`src/rtl/counter_bank.sv`:
```
// Bank of NCH independent down-counters with CPU register access, per-channel
// interrupts and a PWM / pulse output per channel.
module counter_bank #(
  parameter int NCH   = 4,
  parameter int WIDTH = 32,
  parameter int CHW   = 2
) (
  input  logic             clk,
  input  logic             rst,
  input  logic             counter_we,
  input  logic [CHW-1:0]   counter_ch,
  input  logic [1:0]       counter_sel,
  input  logic [31:0]      counter_val,
  input  logic [NCH-1:0]   tick,
  output logic [31:0]      counter_out,
  output logic [NCH-1:0]   counter_irq,
  output logic             irq_any,
  output logic [NCH-1:0]   pwm_out
);

  localparam logic [1:0] MODE_STOP  = 2'b00;
  localparam logic [1:0] MODE_ONE   = 2'b01;
  localparam logic [1:0] MODE_PER   = 2'b10;
  localparam logic [1:0] MODE_PWM   = 2'b11;

  logic [WIDTH-1:0] count   [NCH];
  logic [WIDTH-1:0] reload  [NCH];
  logic [WIDTH-1:0] compare [NCH];
  logic [1:0]       mode    [NCH];
  logic [NCH-1:0]   irq_en, run, done;

  logic [NCH-1:0]   wr_hit, wr_cnt, wr_ctl, wr_cmp, evt, step;
  logic [WIDTH-1:0] wval;
  logic [31:0]      rd_data;

  assign wval = counter_val[WIDTH-1:0];

  // evt is the count==1 terminal event (drives done); step is the actual count
  // update, which a concurrent reload or control write suppresses.
  always_comb begin
    wr_hit = '0;
    wr_cnt = '0;
    wr_ctl = '0;
    wr_cmp = '0;
    evt    = '0;
    step   = '0;
    for (int i = 0; i < NCH; i++) begin
      wr_hit[i] = counter_we && (counter_ch == CHW'(i));
      wr_cnt[i] = wr_hit[i] && (counter_sel == 2'b00);
      wr_cmp[i] = wr_hit[i] && (counter_sel == 2'b01);
      wr_ctl[i] = wr_hit[i] && (counter_sel == 2'b10);
      evt[i]    = tick[i] && run[i] && (mode[i] != MODE_STOP) && (count[i] == WIDTH'(1));
      step[i]   = tick[i] && run[i] && (mode[i] != MODE_STOP) && !wr_cnt[i] && !wr_ctl[i];
    end
  end

  always_ff @(posedge clk) begin
    if (!rst) begin
      for (int i = 0; i < NCH; i++) begin
        count[i]   <= '0;
        reload[i]  <= '0;
        compare[i] <= '0;
        mode[i]    <= MODE_STOP;
      end
      irq_en      <= '0;
      run         <= '0;
      done        <= '0;
      counter_irq <= '0;
      pwm_out     <= '0;
    end else begin
      for (int i = 0; i < NCH; i++) begin
        if (wr_cnt[i]) begin
          reload[i] <= wval;
          count[i]  <= wval;
        end else if (step[i]) begin
          if (count[i] > WIDTH'(1)) begin
            count[i] <= count[i] - WIDTH'(1);
          end else if (count[i] == WIDTH'(1)) begin
            if (mode[i] == MODE_ONE) begin
              count[i] <= '0;
              run[i]   <= 1'b0;
            end else begin
              count[i] <= reload[i];
            end
          end
        end

        if (wr_cmp[i]) compare[i] <= wval;

        if (wr_ctl[i]) begin
          irq_en[i] <= counter_val[3];
          run[i]    <= counter_val[2];
          mode[i]   <= counter_val[1:0];
        end

        // A terminal event beats a simultaneous software clear.
        if (evt[i] && !wr_cnt[i])
          done[i] <= 1'b1;
        else if (wr_ctl[i] && counter_val[4])
          done[i] <= 1'b0;

        counter_irq[i] <= done[i] & irq_en[i];

        case (mode[i])
          MODE_PWM: pwm_out[i] <= (count[i] != '0) && (count[i] <= compare[i]);
          MODE_ONE,
          MODE_PER: pwm_out[i] <= step[i] && (count[i] == WIDTH'(1));
          default:  pwm_out[i] <= 1'b0;
        endcase
      end
    end
  end

  // Out-of-range channels match no entry and read as zero.
  always_comb begin
    rd_data = '0;
    for (int i = 0; i < NCH; i++) begin
      if (counter_ch == CHW'(i)) begin
        case (counter_sel)
          2'b00:   rd_data = 32'(count[i]);
          2'b01:   rd_data = 32'(compare[i]);
          2'b10:   rd_data = {28'b0, irq_en[i], run[i], mode[i]};
          default: rd_data = {31'b0, done[i]};
        endcase
      end
    end
  end

  assign counter_out = rd_data;
  assign irq_any     = |counter_irq;

endmodule

```
`config.mk`:
```
export PLATFORM = sky130hd
export DESIGN_NAME = counter_bank
export DESIGN_NICKNAME = d
export VERILOG_FILES = /design/src/rtl/counter_bank.sv
export SDC_FILE = /design/constraint.sdc
export NUM_CORES = 1
export LEC_CHECK = 0
export ABC_AREA = 1
export ABC_CLOCK_PERIOD_IN_PS = 5400
export CAP_MARGIN = 20
export CORE_MARGIN = 2
export CORE_UTILIZATION = 50
export CTS_BUF_LIST = sky130_fd_sc_hd__clkbuf_8
export DETAILED_ROUTE_END_ITERATION = 12
export GPL_ROUTABILITY_DRIVEN = 0
export GPL_TIMING_DRIVEN = 1
export PLACE_DENSITY = 0.68
export SKIP_LAST_GASP = 1
export SYNTH_ARGS = -nofsm -noshare
export SYNTH_HDL_FRONTEND = slang
export SYNTH_SLANG_ARGS = --single-unit
```
`constraint.sdc`:
```
create_clock -name clk -period 5.4 [get_ports clk]
set_input_delay 1.35 -clock clk [delete_from_list [all_inputs] [get_ports clk]]
set_output_delay 1.35 -clock clk [all_outputs]
set_load 0.005 [all_outputs]
```
Word level (Yosys, flattened, before mapping)
Memory sizes are Yosys's and may differ from the RTL's.
Index checks and enable logic that the tools add are counted.
{ "op_classes": {"n_addsub": 4, "magnitude_cmp": 8, "eq_ne": 29, "n_mux": 185, "bitwise": 32, "n_reduce_logical": 95} }
{ "op_table": {"columns": ["operator", "n"], "rows": [
  ["two-way mux 32 bit", 28],
  ["case mux 32 bit (3 select lines)", 4],
  ["two-way mux 1 bit", 145],
  ["equality test 32 x 1 -> 1 bit, second input constant", 4],
  ["> comparator 32 x 1 -> 1 bit, second input constant", 4],
  ["<= comparator 32 bit", 4],
  ["nonzero test 32 bit", 4],
  ["subtractor 32 x 1 -> 32 bit, second input constant", 4],
  ["logical AND 1 bit", 52],
  ["nonzero test 2 bit", 20],
  ["bitwise OR 1 bit", 28],
  ["equality test 2 bit, second input constant", 11],
  ["AND reduction 5 bit", 4],
  ["equality test 2 x 1 -> 1 bit, second input constant", 6],
  ["logical NOT 1 bit", 8],
  ["two-way mux 2 bit", 4],
  ["!= test 2 x 1 -> 1 bit, second input constant", 4],
  ["!= test 2 bit, second input constant", 4],
  ["case mux 1 bit (2 select lines)", 4],
  ["OR reduction 2 bit", 4],
  ["AND 1 bit", 4],
  ["logical NOT 2 bit", 2],
  ["OR reduction 4 bit", 1]
]} }
{ "word_totals": {"ff_bits": 20, "ramBits": 392, "input_bits": 43, "output_inout_bits": 41, "wordCells": 371, "memories": 4} }
{ "memory_table": {"columns": ["name", "depth", "word_bits", "read_ports", "rd_clocked_by_memory_dff", "write_ports", "line_no", "rtl"], "rows": [
  ["compare", 4, 32, 4, 0, 4, "28", "logic [WIDTH-1:0] compare [NCH];"],
  ["count", 4, 32, 4, 0, 4, "26", "logic [WIDTH-1:0] count [NCH];"],
  ["reload", 4, 32, 4, 0, 4, "27", "logic [WIDTH-1:0] reload [NCH];"],
  ["mode", 4, 2, 4, 0, 4, "29", "logic [1:0] mode [NCH];"]
]} }

Logic depth before layout (Yosys ltp)
Gate-level depths: netlist (run 1).
{ "logic_depth": {"word_depth": 13, "depth_mapped": 16, "ltp_nobuf": 16} }

Worst setup path after synthesis (run 1)
No wires, ideal clock.
{ "synth_timing": {"path_type": "input-to-reg", "start": "input counter_sel[1]", "end": "memory compare[3][0] (enable)", "setup_time_ns": 0.466, "arrival_ns": 4.334, "required_ns": 4.934, "path_slack_ns": 0.601, "stages": 6, "n_path_buf": 3, "path_cell_list": "inv_1 nand2_1 clkbuf_1 buf_2 clkbuf_1 o21ai_0"} }
{ "synth_lines": {"columns": ["item", "line_no", "rtl"], "rows": [
  ["start: declaration", "12", "input logic [1:0] counter_sel,"],
  ["end: declaration", "28", null]
]} }

Worst setup path in the final report (run 1)
{ "layout_timing": {"start": "input counter_sel[1]", "end": "output counter_out[1]"} }
{ "layout_between": {"elab_chain_len": 6} }
{ "layout_lines": {"columns": ["item", "line_no", "rtl"], "rows": [
  ["equality test 2 bit (tied with other cells)", "119", "case (counter_sel)"],
  ["case mux 32 bit (3 select lines)", "119", null],
  ["two-way mux 32 bit (3 in a row)", "118", "if (counter_ch == CHW'(i)) begin"],
  ["two-way mux 32 bit *", "118", null],
  ["end: declaration", "15", "output logic [31:0] counter_out,"]
]} }
Every way passes the cells marked *; elsewhere a longest branch is shown, timed or not.

==> results.toml, run 1 <==
[hold_path]
hp-class = "flip-flop to flip-flop"
hold_start = "done[3]"

[power]
ir_worst_vdd_uv = 248
p_per_area_nw_per_um2 = 260
power_mw = 7.63
p_leak_nw = 12.7

[worst_setup_path]
crit_path_start = "counter_sel[1]"
critPathKind = "input port to primary output"
cp_max_fo = 26
cp-start-kind = "input port"
arrival_ps = 3810
r2r_start = "count[1][15]"
critPathRequiredTime_ps = 4050
end_kind = "primary output"

[cells_and_area]
fillerInstances = 4827
multiInputGateArea_um2 = 12200
regArea_um2 = 12200
stdcell_count = 4096
nets = 3550
area_delta_synth_final_pct = 10.5
utilization_pct = 55.8
drive_gt1_share_pct = 7.13

[placed_design]
portBuffers = 83
place_inst = 3966
hpwlAfterDp_um = 68600

[sta]
maxSlewHeadroom_pct = 29.1
hold_viol = 0
drv_slew = 0
rsz0062_at_grt = "no"
finClkSkew_ps = 36.1
fmax_mhz = 194
fin_tns_setup_ps = 0
final-setup-viol-count = 0
period_share_pct = 95.6
tightestPinTransition_ps = 1060
fin_crit_ps = 5160

[grt]
grt_start_max_net_pins = 87
overflow = 0
grt_pass1_vias = 22900
track_usage_pct = 35.0
antenna_found_initial = 1
grt_pass1_wl_um = 142000

[synthesis]
netlist.area_leader.share_pct = 44.4
async_reset_ff_share_pct = 0
syn_inst = 3307
synthesis.nets = 3501
yosysUniqueCellTypes = 47
synth_edf_count = 392
synth_ff_type = "edfxtp_1"
ys_ff_latch = 412
yosysMostFrequentCell = "nand2_1"
synth.area.top_cells = "edfxtp_1 44%, nand2_1 12%, nor2_1 7.9%, ha_1 7.1%, inv_1 5.1%"
ys_seq_area_share_pct = 45.9
synth_top_area_cell = "edfxtp_1"
synth_warnings = 0
synthesis.area_um2 = 26500
synth.avg_cell_area_um2 = 8.02
synth_common_cells = "845 x nand2_1, 558 x nor2_1, 392 x edfxtp_1"

[outcome]
status = "finished clean"

[die]
num_rows = 84
dieArea_um2 = 54900
ios = 84
die_h_um = 234
dieWidth_um = 234
coreArea_um2 = 52600
initial_core_util_pct = 50.5

[drt]
vias_per_cell = 5.94
drt-total-wl_um = 96300
drc = 0
via_count = 24300
dr.pass1.iters = 9
wl_per_cell_um = 23.5
drt-initial-drc-count = 3612
postRouteAntennaNets = 0

[clock_tree]
worstSkewPairLatency_ps = 660
cts.sinks = 412
path_clk_slew_ps = 60
cts_setup_buffers = 0
cts_hold_buf = 0
cts_tree = "yes"
h-tree-depth = 3
cts_resized = 0
root_buffer = "clkbuf_8"
cts_buffer_depth = 3
cts_buffers = 74

[job]
cap_viol_max_count = 0
==> kinds of logic after synthesis <==
| kind of cell | after synthesis | share of synthesized area, % |
|---|---|---|
| AND/OR/NAND/NOR | 1755 | 27.7 |
| buffers and inverters | 538 | 8.27 |
| XOR/XNOR | 94 | 3.10 |
| flip-flops | 412 | 45.9 |
| AO/OA/AOI/OAI | 357 | 7.94 |
| adder cells (fa/ha/maj) | 151 | 7.12 |
==> per-layer routing <==
| metal | GRT usage (%) | part of all wire (%) | vias to the layer above |
|---|---|---|---|
| met1 | 45.7 | 38 | 11400 |
| met2 | 52.4 | 43 | 1567 |
| met5 | 0 | 0 | - |
| met4 | 18.4 | 6.2 | 0 |
| met3 | 10.6 | 13 | 288 |
| li1 | - | - | 11000 |
==> metrics by stage <==
stage                     area [um2]  setup WS, ps  hold slack [ps]
final                          29300           237              495
after global routing           29300           184              529
after CTS                      29300           327              491
after detailed placement       27900           337              484
after global placement         27900           352              470
after floorplan                26500           601              427
==> state kept, by name (all words and copies together) (netlist names) <==
signal and cells:
mode 8, pwm_out 4, count 128, counter_irq 4
run 4, reload 128, done 4, compare 128
irq_en 4
==> final cells by class <==
class | count | area share (%)
multi-input combinational | 2357 | 41.6
sequential | 412 | 41.5
inverter | 376 | 4.83
timing repair buffer | 135 | 4.48
clock buffer | 81 | 3.80
tap | 688 | 2.93
clock inverter | 46 | 0.806
antenna | 1 | 0.00853
==> power by group <==
part	total, mW	internal (mW)	switching, mW
Combinational	1.02	0.309	0.707
Clock	2.83	1.46	1.37
Sequential	3.79	3.66	0.123
Total	7.63	5.44	2.20
==> worst max-delay path, stage by stage <==
cell and delay (ps):
clkdlybuf4s50_1 550, inv_1 120, nand2_4 100, buf_4 340, o22ai_1 130, o21ai_0 490, o2111ai_1 230, clkdlybuf4s50_1 490
==> path summary, 6_finish.rpt <==
kind,end,slack (ps),depth (start not counted)
max,counter_out[1],240,8
min,done[3],500,2
max reg2reg,count[1][29],1900,11
min reg2reg,done[3],500,2
==> placed cells by master (no fill, tap or decap), drive strengths merged <==
master	synthesis	layout
o22ai	105	105
nand3b	19	19
nor3	13	13
nor2	581	581
bufinv	0	2
xnor2	4	4
o21a	7	7
edfxtp	392	392
clkbuf	87	81
a21oi	176	176
nor4	2	2
clkdlybuf4s50	0	82
and3	2	2
a21o	5	5
a221oi	1	1
ha	151	151
or2	2	2
nand3	186	186
or4	1	1
o221ai	8	8
inv	375	409
buf	75	53
nor3b	1	1
dfxtp	20	20
o2111ai	3	3
o21ai	50	50
nand4	87	87
o211ai	2	2
xor2	90	90
nand2	861	861
diode	0	1
clkinv	1	11
Power figures use the tool's default switching activity.
==> run 2, diff against run 1 <==
==> constraint.sdc (replaced) <==
create_clock -name clk -period 5.4 [get_ports clk]
set_input_delay 1.35 -clock clk [delete_from_list [all_inputs] [get_ports clk]]
set_output_delay 1.35 -clock clk [all_outputs]
set_load 0.01 [all_outputs]
==> run 2 against run 1 <==
  * Wire length shrank 0.30%
  * Combinational power hardly changed
  * Clock power up 1%
  * Register-to-register slack improved by 240 ps
  * Setup slack better by 25 ps
  * Sequential share of layout area about the same
  * Non-clock buffer count grew 1
  * First-iteration DRC count rose by 2.0%
  * Global-route usage is 0.070 points lower
  * Flip-flop and latch count is the same
  * Hold slack improved by 4.7 ps
  * Sequential power about the same
  * Critical endpoint is now counter_out[0]
  * Largest cell class unchanged
  * Largest power group unchanged
  * Highest routed layer unchanged
==> results.toml, run 2 (synthesis gave the netlist of run 1 again) <==
[sta]
fmax_mhz = 195
whs_ps = 500
final-setup-viol-count = 0
maxSlewHeadroom_pct = 25.7
period_share_pct = 95.1
hold_viol = 0
finClkSkew_ps = 33.3
rsz0062_at_grt = "no"
finalWorstSetupSlack_ps = 262
fin_tns_setup_ps = 0
tightestPinTransition_ps = 1110
drv_slew = 0
fin_crit_ps = 5140

[clock_tree]
cts.sinks = 412
path_clk_slew_ps = 50
cts_setup_buffers = 0
cts_buffer_depth = 3
root_buffer = "clkbuf_8"
cts_buffers = 73
cts_resized = 0
cts_hold_buf = 0
cts_tree = "yes"
h-tree-depth = 3
worstSkewPairLatency_ps = 670

[cells_and_area]
drive_gt1_share_pct = 7.22
final_area_um2 = 29400
utilization_pct = 55.9
layout_commonest_cell = "nand2_1"
nets = 3550
final_cell_mix = "844 x nand2_1, 557 x nor2_1, 392 x edfxtp_1"
area_delta_synth_final_pct = 10.6
largest_registers = "compare: 128 flops, count: 128 flops, reload: 128 flops"
stdcell_count = 4099

[placed_design]
portBuffers = 83
hpwlAfterDp_um = 68400
placed_cell_area_um2 = 27900
place_inst = 3967
pre_cts_ws_ps = 321

[hold_path]
hold_start = "done[2]"
hp-class = "flip-flop to flip-flop"

[grt]
grtUsageMet1_pct = 46.1
track_usage_pct = 34.9
grt_start_max_net_pins = 77
grtUsageMet2_pct = 51.2
grt_pass1_wl_um = 141000
overflow = 0
top_usage_layer = "met2"
grt_use_met3_pct = 9.62
antenna_found_initial = 2
grt_pass1_vias = 22900

[power]
ir_worst_vdd_uv = 177
clockPowerShare_pct = 37.3
power_frac_seq_pct = 49.3
p_comb_share_pct = 13.4
swShare_pct = 28.7
internal_power_mw = 5.48
p_sw_mw = 2.20
power_mw = 7.68
p_per_area_nw_per_um2 = 262
p_leak_nw = 12.6

[drt]
via_count = 24600
wl_per_cell_um = 23.4
drc = 0
dr.pass1.iters = 9
drt-total-wl_um = 96000
postRouteAntennaNets = 0
vias_per_cell = 6.00
drt-initial-drc-count = 3685

[die]
initial_core_util_pct = 50.5
dieArea_um2 = 54900
dieWidth_um = 234
die_h_um = 234
num_rows = 84
ios = 84
coreArea_um2 = 52600

[worst_setup_path]
reg2reg_to = "count[3][31]"
crit_path_start = "counter_sel[1]"
r2r_start = "count[3][24]"
cp-start-kind = "input port"
ff2ff_path_depth = 10
reg2reg_setup_slack_ps = 2140
critPathKind = "input port to primary output"
end_kind = "primary output"
cp_max_fo = 20
arrival_ps = 3790
cp-endpoint = "counter_out[0]"
critPathRequiredTime_ps = 4050

[job]
cap_viol_max_count = 0

[outcome]
status = "finished clean"
run 2: worst min-delay path by stage:
stage	end	cells past startpoint
after floorplan	counter_irq[0]	2
after global placement	done[3]	2
after detailed placement	done[3]	2
after CTS	done[3]	2
after global routing	done[3]	2
final	counter_irq[2]	2
run 2: per-layer routing:
layer	part of all wire, %	wire length [um]
met3	13	12700
met5	0	0
met1	38	36300
met4	6.6	6330
met2	42	40700
run 2: area by class of cell:
cell class	count	area, um2
fillers	4835	23200
multi-input cells	2357	12200
flip-flops and latches	412	12200
inverters	376	1420
repair buffers	136	1310
clock buffers	84	1160
well taps	688	861
clock inverters	44	226
diodes	2	5.00
run 2: power groups by stage:
stage          combinational, mW  clock, mW  sequential, mW
2_1_floorplan              0.591          0            3.80
4_1_cts                    0.990       2.89            3.78
5_1_grt                     1.10       3.03            3.80
6_report                    1.03       2.87            3.79
3_3_place_gp               0.965          0            3.84
3_5_place_dp               0.985          0            3.85
run 2: worst max-delay path: stages:
cell	delay [ps]
clkdlybuf4s50_1	560
inv_1	120
nand2_4	120
buf_4	280
clkinv_1	310
nand2_1	120
o21ai_0	120
o221ai_1	180
nand4_1	130
clkdlybuf4s50_1	500
